### config.mk
export PLATFORM = sky130hd
export DESIGN_NAME = fft_bfly_sched
export DESIGN_NICKNAME = d
export VERILOG_FILES = /design/src/rtl/fft_bfly_sched.sv
export SDC_FILE = /design/constraint.sdc
export NUM_CORES = 1
export LEC_CHECK = 0
export ABC_AREA = 1
export BUFFER_PORTS_ARGS = -buffer_cell sky130_fd_sc_hd__buf_2
export CELL_PAD_IN_SITES_DETAIL_PLACEMENT = 0
export CELL_PAD_IN_SITES_GLOBAL_PLACEMENT = 2
export CORE_MARGIN = 4
export CORE_UTILIZATION = 33
export DETAILED_ROUTE_END_ITERATION = 6
export PLACE_DENSITY_LB_ADDON = 0.1
export SLEW_MARGIN = 20
export SYNTH_ARGS = -nofsm -noshare
export SYNTH_HDL_FRONTEND = slang
export SYNTH_SLANG_ARGS = --single-unit
### constraint.sdc
create_clock -name Clk -period 6 [get_ports Clk]
set_input_delay 0.6 -clock Clk [delete_from_list [all_inputs] [get_ports Clk]]
set_output_delay 0.6 -clock Clk [all_outputs]
set_load 0.01 [all_outputs]
### src/rtl/fft_bfly_sched.sv
// Radix-2 DIT butterfly issue sequencer: walks (stage, butterfly) pairs, emits one
// descriptor per handshake and holds a write-back barrier between stages.
module fft_bfly_sched #(
    parameter int LOGN = 8
) (
    input  logic            Clk,
    input  logic            Reset,
    input  logic            Start,
    input  logic            Ack,
    input  logic            Issue_Ready,
    input  logic            Wb_Valid,
    output logic            Issue_Valid,
    output logic [LOGN-1:0] I_Top,
    output logic [LOGN-1:0] I_Bot,
    output logic [LOGN-2:0] Tw_Idx,
    output logic [3:0]      Stage,
    output logic            Busy,
    output logic            Done,
    output logic            Err,
    output logic [3:0]      State
);
    typedef enum logic [3:0] {
        IDLE  = 4'b0001,
        ISSUE = 4'b0010,
        DRAIN = 4'b0100,
        DONE  = 4'b1000
    } state_t;

    localparam logic [3:0] LAST_S = 4'(LOGN - 1);

    state_t          state_q, state_d;
    logic [3:0]      s_q, s_d;
    logic [LOGN-2:0] k_q, k_d;
    logic [LOGN-1:0] o_q, o_d;
    logic            err_q, err_d;
    logic            armed_q, armed_d;
    logic            iv_q, busy_q, done_q;
    logic [LOGN-1:0] top_q, bot_q;
    logic [LOGN-2:0] tw_q;
    logic [3:0]      stg_q;
    logic            xfer, wb_acc;
    logic [LOGN-1:0] kk, half, pos, top_n, bot_n;
    logic [LOGN-2:0] tw_n;

    // Descriptor for the next (s, k) so it is registered together with the state.
    always_comb begin
        kk    = {1'b0, k_d};
        half  = LOGN'(1) << s_d;
        pos   = kk & (half - LOGN'(1));
        top_n = ((kk >> s_d) << (s_d + 4'd1)) | pos;
        bot_n = top_n + half;
        tw_n  = pos[LOGN-2:0] << (LAST_S - s_d);
    end

    always_comb begin
        state_d = state_q;
        s_d     = s_q;
        k_d     = k_q;
        o_d     = o_q;
        err_d   = err_q;
        armed_d = armed_q;
        xfer    = iv_q & Issue_Ready;
        // Write-backs after a reset abort belong to a dead run; drop them until Start.
        wb_acc  = Wb_Valid & armed_q;

        if (xfer && !wb_acc) begin
            o_d = o_q + LOGN'(1);
        end else if (!xfer && wb_acc) begin
            if (o_q == '0) err_d = 1'b1;
            else           o_d   = o_q - LOGN'(1);
        end

        case (state_q)
            IDLE: begin
                if (Start) begin
                    s_d     = '0;
                    k_d     = '0;
                    o_d     = '0;
                    err_d   = 1'b0;
                    armed_d = 1'b1;
                    state_d = ISSUE;
                end
            end
            ISSUE: begin
                if (xfer) begin
                    if (&k_q) begin
                        k_d     = '0;
                        state_d = DRAIN;
                    end else begin
                        k_d = k_q + (LOGN-1)'(1);
                    end
                end
            end
            DRAIN: begin
                if (o_d == '0) begin
                    if (s_q != LAST_S) begin
                        s_d     = s_q + 4'd1;
                        state_d = ISSUE;
                    end else begin
                        state_d = DONE;
                    end
                end
            end
            DONE: begin
                if (Ack) state_d = IDLE;
            end
            default: state_d = IDLE;
        endcase
    end

    always_ff @(posedge Clk) begin
        if (Reset) begin
            state_q <= IDLE;
            s_q     <= '0;
            k_q     <= '0;
            o_q     <= '0;
            err_q   <= 1'b0;
            armed_q <= 1'b0;
            iv_q    <= 1'b0;
            busy_q  <= 1'b0;
            done_q  <= 1'b0;
            top_q   <= '0;
            bot_q   <= '0;
            tw_q    <= '0;
            stg_q   <= '0;
        end else begin
            state_q <= state_d;
            s_q     <= s_d;
            k_q     <= k_d;
            o_q     <= o_d;
            err_q   <= err_d;
            armed_q <= armed_d;
            iv_q    <= (state_d == ISSUE);
            busy_q  <= (state_d == ISSUE) || (state_d == DRAIN);
            done_q  <= (state_d == DONE);
            if (state_d == ISSUE) begin
                top_q <= top_n;
                bot_q <= bot_n;
                tw_q  <= tw_n;
                stg_q <= s_d;
            end
        end
    end

    assign Issue_Valid = iv_q;
    assign I_Top       = top_q;
    assign I_Bot       = bot_q;
    assign Tw_Idx      = tw_q;
    assign Stage       = stg_q;
    assign Busy        = busy_q;
    assign Done        = done_q;
    assign Err         = err_q;
    assign State       = state_q;
endmodule

==> metrics, run 1 <==
status=complete, no violations; Die X=119.8 um; Die ar.=14340 sq um; Worst-Margin Slew=0.8143 ns; grt met2 use=31.60%; Hold WC Path Type=reg -> reg; number of global-route vias before repair=3980; Avg Inst Size Synth=6.521 sq um; total CTS buffers=5; num ports=41; wire per inst=14.74 um; HPWL after DPL=9.711 mm; port bufs=40; H-tree Lvls=2; Util after Layout=38.07%; Placed Area=4454 sq um; CTS root buf=clkbuf_16; fraction of layout cells with a size suffix above 1=17.24%; Final Worst Setup Slack=0.6741 ns; static leakage=0.002193 uW; post_cts resized=0; Ant. Diodes=0; pre-CTS setup slack=0.5215 ns; startpoint types=register; CTS tree=done; Worst Clk Skew=0.009508 ns; GRT busiest layer=met2; Max rail drop VDD=0.0001264 V; pin count of the biggest net entering global routing=34; final wirelength=12.31 mm; starting density of the core=34.03%; Core Footprint=12110 sq um; layout filler cell count=1334; kind of critical path=reg -> reg; met1 usage=20.83%; Tcrit/Tclk final=88.77%; GPL Wtd Cong=0.8569; FMAX=187.8 MHz; Mapped Cells=632; RSZ-0062 raised after global routing=false; Clock transition at path regs=0.08 ns; via count of the routed design=4100; Fin Setup TNS=0 ns; violation count after the first detailed-route iteration=274; initial antenna violation count=0; Post CTS Setup Buffer Count=0; Critical Path Most Common Cell=nand2_1; Cell Area, Synth=4121 sq um; setup violation total in the final timing report=0; Pins Over Slew Limit=0; YS warnings=0; ANT nets after route=0; Clock Path Buffers=2; final global-route overflow total=0; synthesized flop and latch total=55; # rows=40; gr usage total=17.48%; Syn Nets=656; Initial DRT Pass Iterations=5; Data arrival, critical path=5.57 ns; first-pass GRT wire length=20.00 mm; CP peak stage delay=0.40 ns; Pwr Total=923.6 uW; DRC=0; Worst EP required=6.25 ns; slew margin rel.=45.14%; via/cell ratio=4.910; met3 Use GR=3.346%; Worst Setup End Kind=register; Layout area overhead=11.87%; Period minus WS final=5.326 ns; CP Max Fanout=18; design area=4611 sq um; part of the Yosys area used for sequential elements=26.72%; PD cells=200.3 nW/um^2; Yosys cell types=44; Max-Cap Viols=0; clock latency on the worst-skew pair=0.31 ns; CTS Hold Buffers Added=0; Final Hold Fails=0; Die Y-Extent=119.8 um; nets@finish=690; slowest CP cell=dfxtp_1; CTS sink count=55
## per-stage QoR
step	hold slack, ns	cells
detailed placement	0.4545	827
global placement	0.4522	827
floorplan	0.4602	632
CTS	0.4676	835
global route	0.4862	835
finish	0.4665	835
## metal layers
metal / up-vias / share of wire [%]
met2: 72 / 50
met4: 0 / 1.6
li1: 2135 / -
met3: 14 / 3.0
met5: - / 0
met1: 1879 / 45
## synth_stat cells
| library cell | number | area share, % |
|---|---|---|
| a211oi_1 | 2 | 0.36 |
| a21o_1 | 1 | 0.18 |
| a21oi_1 | 34 | 4.1 |
| a21oi_2 | 3 | 0.64 |
| a31oi_1 | 1 | 0.15 |
| buf_12 | 1 | 0.49 |
| buf_2 | 4 | 0.49 |
| buf_4 | 1 | 0.18 |
| buf_6 | 2 | 0.55 |
| clkbuf_1 | 8 | 0.73 |
| dfxtp_1 | 55 | 27 |
| fa_1 | 1 | 0.49 |
| ha_1 | 17 | 5.2 |
| inv_1 | 65 | 5.9 |
| inv_2 | 15 | 1.4 |
| nand2_1 | 147 | 13 |
| nand2_2 | 12 | 1.8 |
| nand2_4 | 6 | 1.6 |
| nand3_1 | 83 | 10 |
| nand3_2 | 6 | 1.5 |
| nand3_4 | 2 | 0.85 |
| nand3b_1 | 3 | 0.55 |
| nand4_1 | 9 | 1.4 |
| nand4_4 | 1 | 0.52 |
| nor2_1 | 67 | 6.1 |
| nor2_2 | 6 | 0.91 |
| nor2_4 | 5 | 1.4 |
| nor2_8 | 2 | 0.97 |
| nor3_1 | 4 | 0.49 |
| nor3_2 | 1 | 0.24 |
| nor3_4 | 1 | 0.39 |
| nor4_1 | 1 | 0.15 |
| o2111ai_1 | 1 | 0.21 |
| o211ai_1 | 3 | 0.55 |
| o21a_1 | 1 | 0.18 |
| o21ai_0 | 27 | 3.3 |
| o21ai_1 | 6 | 0.73 |
| o21ai_2 | 2 | 0.43 |
| o21bai_1 | 7 | 1.3 |
| o22ai_1 | 6 | 0.91 |
| o31ai_1 | 1 | 0.18 |
| or2_2 | 2 | 0.30 |
| xnor2_1 | 5 | 1.1 |
| xor2_1 | 5 | 1.1 |
## worst paths after layout
| kind | cells past startpoint | to | start | slack, ns |
|---|---|---|---|---|
| worst min register to register | 2 | Tw_Idx[1] | Tw_Idx[1] | 0.47 |
| worst max-delay path | 36 | I_Bot[7] | o_q[0] | 0.67 |
| worst min-delay path | 2 | Tw_Idx[1] | Tw_Idx[1] | 0.47 |
| worst max register to register | 36 | I_Bot[7] | o_q[0] | 0.67 |
## layout make-up
cell class | instances | area (sq um) | area share, %
clock buffers | 5 | 125.1 | 2.714
clock inverters | 3 | 31.28 | 0.6784
inverters | 80 | 300.3 | 6.513
multi-input cells | 481 | 2620 | 56.82
flip-flops and latches | 55 | 1101 | 23.88
well taps | 168 | 210.2 | 4.559
repair buffers | 43 | 222.7 | 4.830
## cells in the final DEF, fill, tap and decap left out, types with 6 or more instances in the layout
| cell | instances |
|---|---|
| dfxtp_1 | 55 |
| nor2_1 | 67 |
| nor2_2 | 6 |
| nand2_2 | 12 |
| buf_2 | 40 |
| nand2_1 | 147 |
| nand3_1 | 83 |
| o21ai_1 | 6 |
| inv_1 | 65 |
| a21oi_1 | 34 |
| nand3_2 | 6 |
| o21ai_0 | 27 |
| o22ai_1 | 6 |
| inv_2 | 15 |
| o21bai_1 | 7 |
| ha_1 | 17 |
| nand2_4 | 6 |
| nand4_1 | 9 |
## cell families after synthesis
| kind of cell | Yosys count | synth area share [%] |
|---|---|---|
| AOI/OAI and AO/OA | 95 | 13.21 |
| xor gates and xnor gates | 10 | 2.125 |
| adders and majority gates | 18 | 5.647 |
| buffers and inverters | 96 | 9.715 |
| DFF | 55 | 26.72 |
| and+or+nand+nor | 358 | 42.59 |
## worst max-delay path, delay by kind of cell (launching register included)
kind                     cells  cell delay [ns]
flip-flops                   1             0.40
XOR/XNOR                     2             0.41
AO/OA/AOI/OAI                5             0.62
buffers and inverters        5             0.66
adder cells (fa/ha/maj)      4             1.12
AND/OR/NAND/NOR             20             2.03
## power breakdown
part	switching (uW)	internal, uW	leakage, uW	total [uW]
clock network	161	163	0.0000782	324
registers	15.2	386	0.000448	401
logic	132	66.3	0.00167	198
## sequential cells by signal (all words and copies together), names as in the netlist
signal	cells
Done	1
s_q	4
Stage	4
k_q	7
State	4
Tw_Idx	7
I_Top	8
o_q	8
I_Bot	8
armed_q	1
Issue_Valid	1
Err	1
Busy	1
No activity file was read; power rests on OpenSTA's default activity.
==> run 2, diff against run 1 <==
--- a/config.mk
+++ b/config.mk
@@ -11,6 +11,8 @@
 export CELL_PAD_IN_SITES_GLOBAL_PLACEMENT = 2
 export CORE_MARGIN = 4
 export CORE_UTILIZATION = 33
+export CTS_CLUSTER_DIAMETER = 200
+export CTS_CLUSTER_SIZE = 25
 export DETAILED_ROUTE_END_ITERATION = 6
 export PLACE_DENSITY_LB_ADDON = 0.1
 export SLEW_MARGIN = 20
==> constraint.sdc (replaced) <==
create_clock -name Clk -period 6 [get_ports Clk]
set_input_delay 1.5 -clock Clk [delete_from_list [all_inputs] [get_ports Clk]]
set_output_delay 1.5 -clock Clk [all_outputs]
set_load 0.01 [all_outputs]
==> run 2 against run 1 <==
Clock power is 1% lower. Power about the same. Final cell count up 2.2%. Via count rose by 2.8%. Die area unchanged. Sequential cell count stayed put. Critical path depth shrank 4. Register-to-register slack improved by 0.39 ns. Largest cell class unchanged.
==> metrics, run 2 (synthesis results as in run 1) <==
clock latency on the worst-skew pair=0.31 ns (about the same); violation count after the first detailed-route iteration=378 (was 274); Layout area overhead=15.48% (was 11.87%); Combinational Power Share=21.9% (was 21.4%); P_int=616.4 uW (was 615.6 uW); Hold Startpoint=Tw_Idx[0] (was Tw_Idx[1]); static leakage=0.002287 uW (was 0.002193 uW); Critical Path Most Common Cell=nand2_1 (unchanged); Max rail drop VDD=0.0001569 V (was 0.0001264 V); CTS root buf=clkbuf_16 (unchanged); slew margin rel.=43.73% (was 45.14%); Core Footprint=12110 sq um (unchanged); fraction of layout cells with a size suffix above 1=19.42% (was 17.24%); startpoint types=input port (was register); HPWL after DPL=9.648 mm (was 9.711 mm); register share of total power=43.5% (about the same); Worst-Margin Slew=0.8352 ns (was 0.8143 ns); Psw=307.1 uW (was 308.1 uW); number of global-route vias before repair=4035 (was 3980); kind of critical path=in -> reg (was reg -> reg); first-pass GRT wire length=20.31 mm (was 20.00 mm); wire per inst=14.58 um (was 14.74 um); final wirelength=12.44 mm (was 12.31 mm); port bufs=40 (unchanged); Clk pwr share=34.6% (was 35.1%); Ant. Diodes=0 (unchanged); final global-route overflow total=0 (unchanged); Reg-to-Reg Start=o_q[0] (unchanged); slowest CP cell=ha_1 (was dfxtp_1); Period minus WS final=5.590 ns (was 5.326 ns); Worst Setup End Kind=register (unchanged); CP Max Fanout=12 (was 18); Clock transition at path regs=0.08 ns (about the same); Worst EP required=6.25 ns (about the same); DRC=0 (unchanged); CTS sink count=55 (unchanged); Data arrival, critical path=5.84 ns (was 5.57 ns); CP peak stage delay=0.38 ns (was 0.40 ns); Hold WC Path Type=reg -> reg (unchanged); most common cell after layout, fill and taps aside=nand2_1 (unchanged); Tcrit/Tclk final=93.16% (was 88.77%); Worst Clk Skew=0.006696 ns (was 0.009508 ns); CTS tree=done (unchanged); via count of the routed design=4214 (was 4100); status=complete, no violations (unchanged); Die Y-Extent=119.8 um (unchanged); initial antenna violation count=0 (unchanged); Initial DRT Pass Iterations=5 (unchanged); Net Sw Frac=33.25% (was 33.35%); # rows=40 (unchanged); Max-Cap Viols=0 (unchanged); starting density of the core=34.03% (unchanged); total CTS buffers=5 (unchanged); via/cell ratio=4.940 (was 4.910); PD cells=194.0 nW/um^2 (was 200.3 nW/um^2); Pwr Total=923.6 uW (about the same); Pins Over Slew Limit=0 (unchanged); slack of the worst reg-to-reg path=1.06 ns (was 0.67 ns); Clock Path Buffers=2 (unchanged); GPL Wtd Cong=0.8675 (was 0.8569); Die ar.=14340 sq um (unchanged); Util after Layout=39.30% (was 38.07%); pin count of the biggest net entering global routing=34 (unchanged); num ports=41 (unchanged); CP startpoint=Issue_Ready (was o_q[0]); H-tree Lvls=2 (unchanged); nets@finish=708 (was 690); most frequent cells in the layout=nand2_1 (147), nand3_1 (83), nor2_1 (67) (unchanged); Final Hold Fails=0 (unchanged); setup violation total in the final timing report=0 (unchanged); ANT nets after route=0 (unchanged); FMAX=178.9 MHz (was 187.8 MHz); gr usage total=17.53% (was 17.48%); Die X=119.8 um (unchanged)
[run 2: metrics by stage]
stage | hold slack [ns] | area, sq um | TNS (ns) | setup WS (ns) | cells
2_1_floorplan | 0.4602 | 4121 | 0 | 0.3617 | 632
5_1_grt | 0.4878 | 4760 | -0.02767 | -0.02767 | 853
3_3_place_gp | 0.4521 | 4552 | 0 | 0.1022 | 840
4_1_cts | 0.4671 | 4708 | 0 | 0.3653 | 848
3_5_place_dp | 0.4551 | 4552 | 0 | 0.05434 | 840
6_report | 0.4649 | 4760 | 0 | 0.4104 | 853
[run 2: power by group through the flow]
stage	Combinational [uW]	Clock (uW)	Sequential (uW)
final	202	320	401
after global routing	227	344	405
after CTS	202	334	402
after detailed placement	201	0	410
after global placement	200	0	410
after floorplan	141	0	415
[run 2: final timing paths]
kind,cells after the start,to
worst max-delay path,32,I_Bot[7]
worst min-delay path,2,Tw_Idx[0]
worst max register to register,31,I_Bot[7]
worst min register to register,2,Tw_Idx[0]
[run 2: metal layers]
metal	routed length (um)	vias to the layer above	track usage [%]
li1	-	2169	-
met3	392	18	2.969
met1	5663	1948	22.25
met5	0	-	0
met4	194	0	4.510
met2	6187	79	30.79
[run 2: worst max-delay path, delay by kind of cell]
kind	cells	cell delay [ns]
compound gates	5	0.77
xor+xnor	1	0.20
fa+ha+maj	3	0.87
buf+inv	6	0.76
simple gates	17	1.70
[run 2: what timing repair did]
item,in CTS,in global routing
resized for setup,0,3
setup buffers,0,5
setup endpoints to repair,0,1
hold buffers,0,0
[run 2: final cells by class]
class | instances | area (sq um)
tap | 168 | 210.2
timing repair buffer | 61 | 355.3
clock inverter | 3 | 31.28
sequential | 55 | 1101
multi-input combinational | 481 | 2634
fill | 1347 | 7352
inverter | 80 | 302.8
clock buffer | 5 | 125.1
==> run 3, diff against run 2 <==
==> constraint.sdc (replaced) <==
create_clock -name Clk -period 6 [get_ports Clk]
set_input_delay 1.2 -clock Clk [delete_from_list [all_inputs] [get_ports Clk]]
set_output_delay 1.2 -clock Clk [all_outputs]
set_load 0.01 [all_outputs]
==> run 3 against run 2 <==
Cell area shrank 2.0%. Combinational power shrank 2%. First-iteration DRC count shrank 37%. Largest cell class unchanged. Clock power grew 9.1%. Core utilization shrank 0.80 points. Sequential power is essentially flat. Fmax grew 2.9%. Critical path depth grew 1. Final cell count shrank 1.5%.
==> metrics, run 3 (synthesis results as in run 1) <==
H-tree Lvls=2 (unchanged); Worst-Margin Slew=0.8098 ns (was 0.8352 ns); final wirelength=12.21 mm (was 12.44 mm); RSZ-0062 raised after global routing=false; Hold WC Path Type=reg -> reg (unchanged); Final Instance Count excl. Fillers=840 (was 853); Tcrit/Tclk final=90.55% (was 93.16%); final global-route overflow total=0 (unchanged); setup violation total in the final timing report=0 (unchanged); Fin Setup TNS=0 ns (unchanged); Die Y-Extent=119.8 um (unchanged); multi-input logic area=2620 sq um (was 2634 sq um); design area=4663 sq um (was 4760 sq um); nets@finish=695 (was 708); Placed Area=4492 sq um (was 4552 sq um); PD cells=203.3 nW/um^2 (was 194.0 nW/um^2); Max rail drop VDD=0.0001218 V (was 0.0001569 V); starting density of the core=34.03% (unchanged); Hold Startpoint=Tw_Idx[1] (was Tw_Idx[0]); ANT nets after route=0 (unchanged); startpoint types=input port (unchanged); Pins Over Slew Limit=0 (unchanged); CTS root buf=clkbuf_16 (unchanged); Layout area overhead=13.15% (was 15.48%); slack of the worst reg-to-reg path=0.99 ns (was 1.06 ns); Data arrival, critical path=5.68 ns (was 5.84 ns); CP Max Fanout=12 (unchanged); fraction of layout cells with a size suffix above 1=17.86% (was 19.42%); Worst Clk Skew=0.006300 ns (was 0.006696 ns); CTS tree=done (unchanged); via count of the routed design=4120 (was 4214); Die X=119.8 um (unchanged); port bufs=40 (unchanged); Initial DRT Pass Iterations=4 (was 5); Final Hold Fails=0 (unchanged); HPWL after DPL=9.698 mm (was 9.648 mm); Worst EP required=6.25 ns (about the same); Util after Layout=38.50% (was 39.30%); Clock transition at path regs=0.08 ns (about the same); violation count after the first detailed-route iteration=237 (was 378); Reg-to-Reg Start=o_q[0] (unchanged); slew margin rel.=45.65% (was 43.73%); R2R depth=36 (was 31); first-pass GRT wire length=20.40 mm (was 20.31 mm); CP peak stage delay=0.28 ns (was 0.38 ns); pin count of the biggest net entering global routing=33 (was 34); Core Footprint=12110 sq um (unchanged); clock latency on the worst-skew pair=0.30 ns (was 0.31 ns); Hold EP=Tw_Idx[1] (was Tw_Idx[0]); DRC=0 (unchanged); Max-Cap Viols=0 (unchanged); Clock Path Buffers=2 (unchanged); # rows=40 (unchanged); Post CTS Setup Buffer Count=0 (unchanged); status=complete, no violations (unchanged); wire per inst=14.53 um (was 14.58 um); Post-Place Cells=832 (was 840); slowest CP cell=ha_1 (unchanged); layout filler cell count=1371 (was 1347); total CTS buffers=5 (unchanged); FMAX=184.1 MHz (was 178.9 MHz); most frequent cells in the layout=nand2_1 (147), nand3_1 (83), nor2_1 (67) (unchanged); CTS Hold Buffers Added=0 (unchanged); Critical Path Most Common Cell=nand2_1 (unchanged); CP startpoint=Issue_Ready (unchanged); Die ar.=14340 sq um (unchanged); post_cts resized=0 (unchanged); via/cell ratio=4.905 (was 4.940); kind of critical path=in -> reg (unchanged); reg2reg end=I_Bot[7] (unchanged); number of global-route vias before repair=4045 (was 4035); gr usage total=17.64% (was 17.53%); num ports=41 (unchanged); Period minus WS final=5.433 ns (was 5.590 ns); CTS sink count=55 (unchanged); Ant. Diodes=0 (unchanged); FF/Latch Area=1101 sq um (unchanged); static leakage=0.002218 uW (was 0.002287 uW); most common cell after layout, fill and taps aside=nand2_1 (unchanged); GPL Wtd Cong=0.9314 (was 0.8675); initial antenna violation count=0 (unchanged); Cells on Worst Hold Path=2 (unchanged); Worst Setup End Kind=register (unchanged)
## run 3: changes by cell type in the layout (fill, tap and decap cells not counted), sizes merged
cell / previous run / this run
inv: 82 / 81
clkbuf: 6 / 5
clkinvlp: 0 / 1
bufinv: 0 / 1
buf: 60 / 48
clkinv: 1 / 0
## run 3: worst max-delay path by stage
stage / endpoint / slack [ns] / depth (start not counted)
2_1_floorplan: I_Bot[7] / 0.66 / 36
3_3_place_gp: I_Bot[7] / 0.34 / 33
3_5_place_dp: I_Bot[7] / 0.27 / 33
4_1_cts: I_Bot[7] / 0.58 / 33
5_1_grt: I_Bot[7] / 0.1 / 35
6_report: I_Bot[7] / 0.57 / 33
## run 3: through the flow
step | hold WS, ns | total power, uW | setup WS, ns
after floorplan | 0.4602 | 556.4 | 0.6617
after global placement | 0.4550 | 610.8 | 0.3424
after detailed placement | 0.4575 | 611.0 | 0.2698
after CTS | 0.4697 | 967.5 | 0.5830
after global routing | 0.4869 | 1004 | 0.09651
final | 0.4672 | 948.0 | 0.5671
## run 3: report_power, final
part	switching, uW	total (uW)	internal [uW]
Clock	150	349	199
Combinational	132	197	65.8
Sequential	15.3	402	386
## run 3: layout make-up
class	instances	share of cell area [%]
Tap cell	168	4.508
Timing Repair Buffer	48	5.581
Multi-Input combinational cell	481	56.18
Clock buffer	5	2.683
Sequential cell	55	23.61
Inverter	80	6.439
Clock inverter	3	0.9928
## run 3: worst max-delay path, delay by kind of cell
kind	cells	cell delay, ns
AOI/OAI and AO/OA	5	0.61
xor gates and xnor gates	2	0.40
adders and majority gates	3	0.78
buffers and inverters	5	0.39
and+or+nand+nor	18	2.26
## run 3: metal layers
metal / global-route usage, % / vias to the layer above / part of all wire (%)
met5: 0 / - / 0
met4: 5.225 / 0 / 1.7
met3: 3.205 / 18 / 3.8
met2: 32.17 / 79 / 51
met1: 20.99 / 1870 / 44
li1: - / 2153 / -
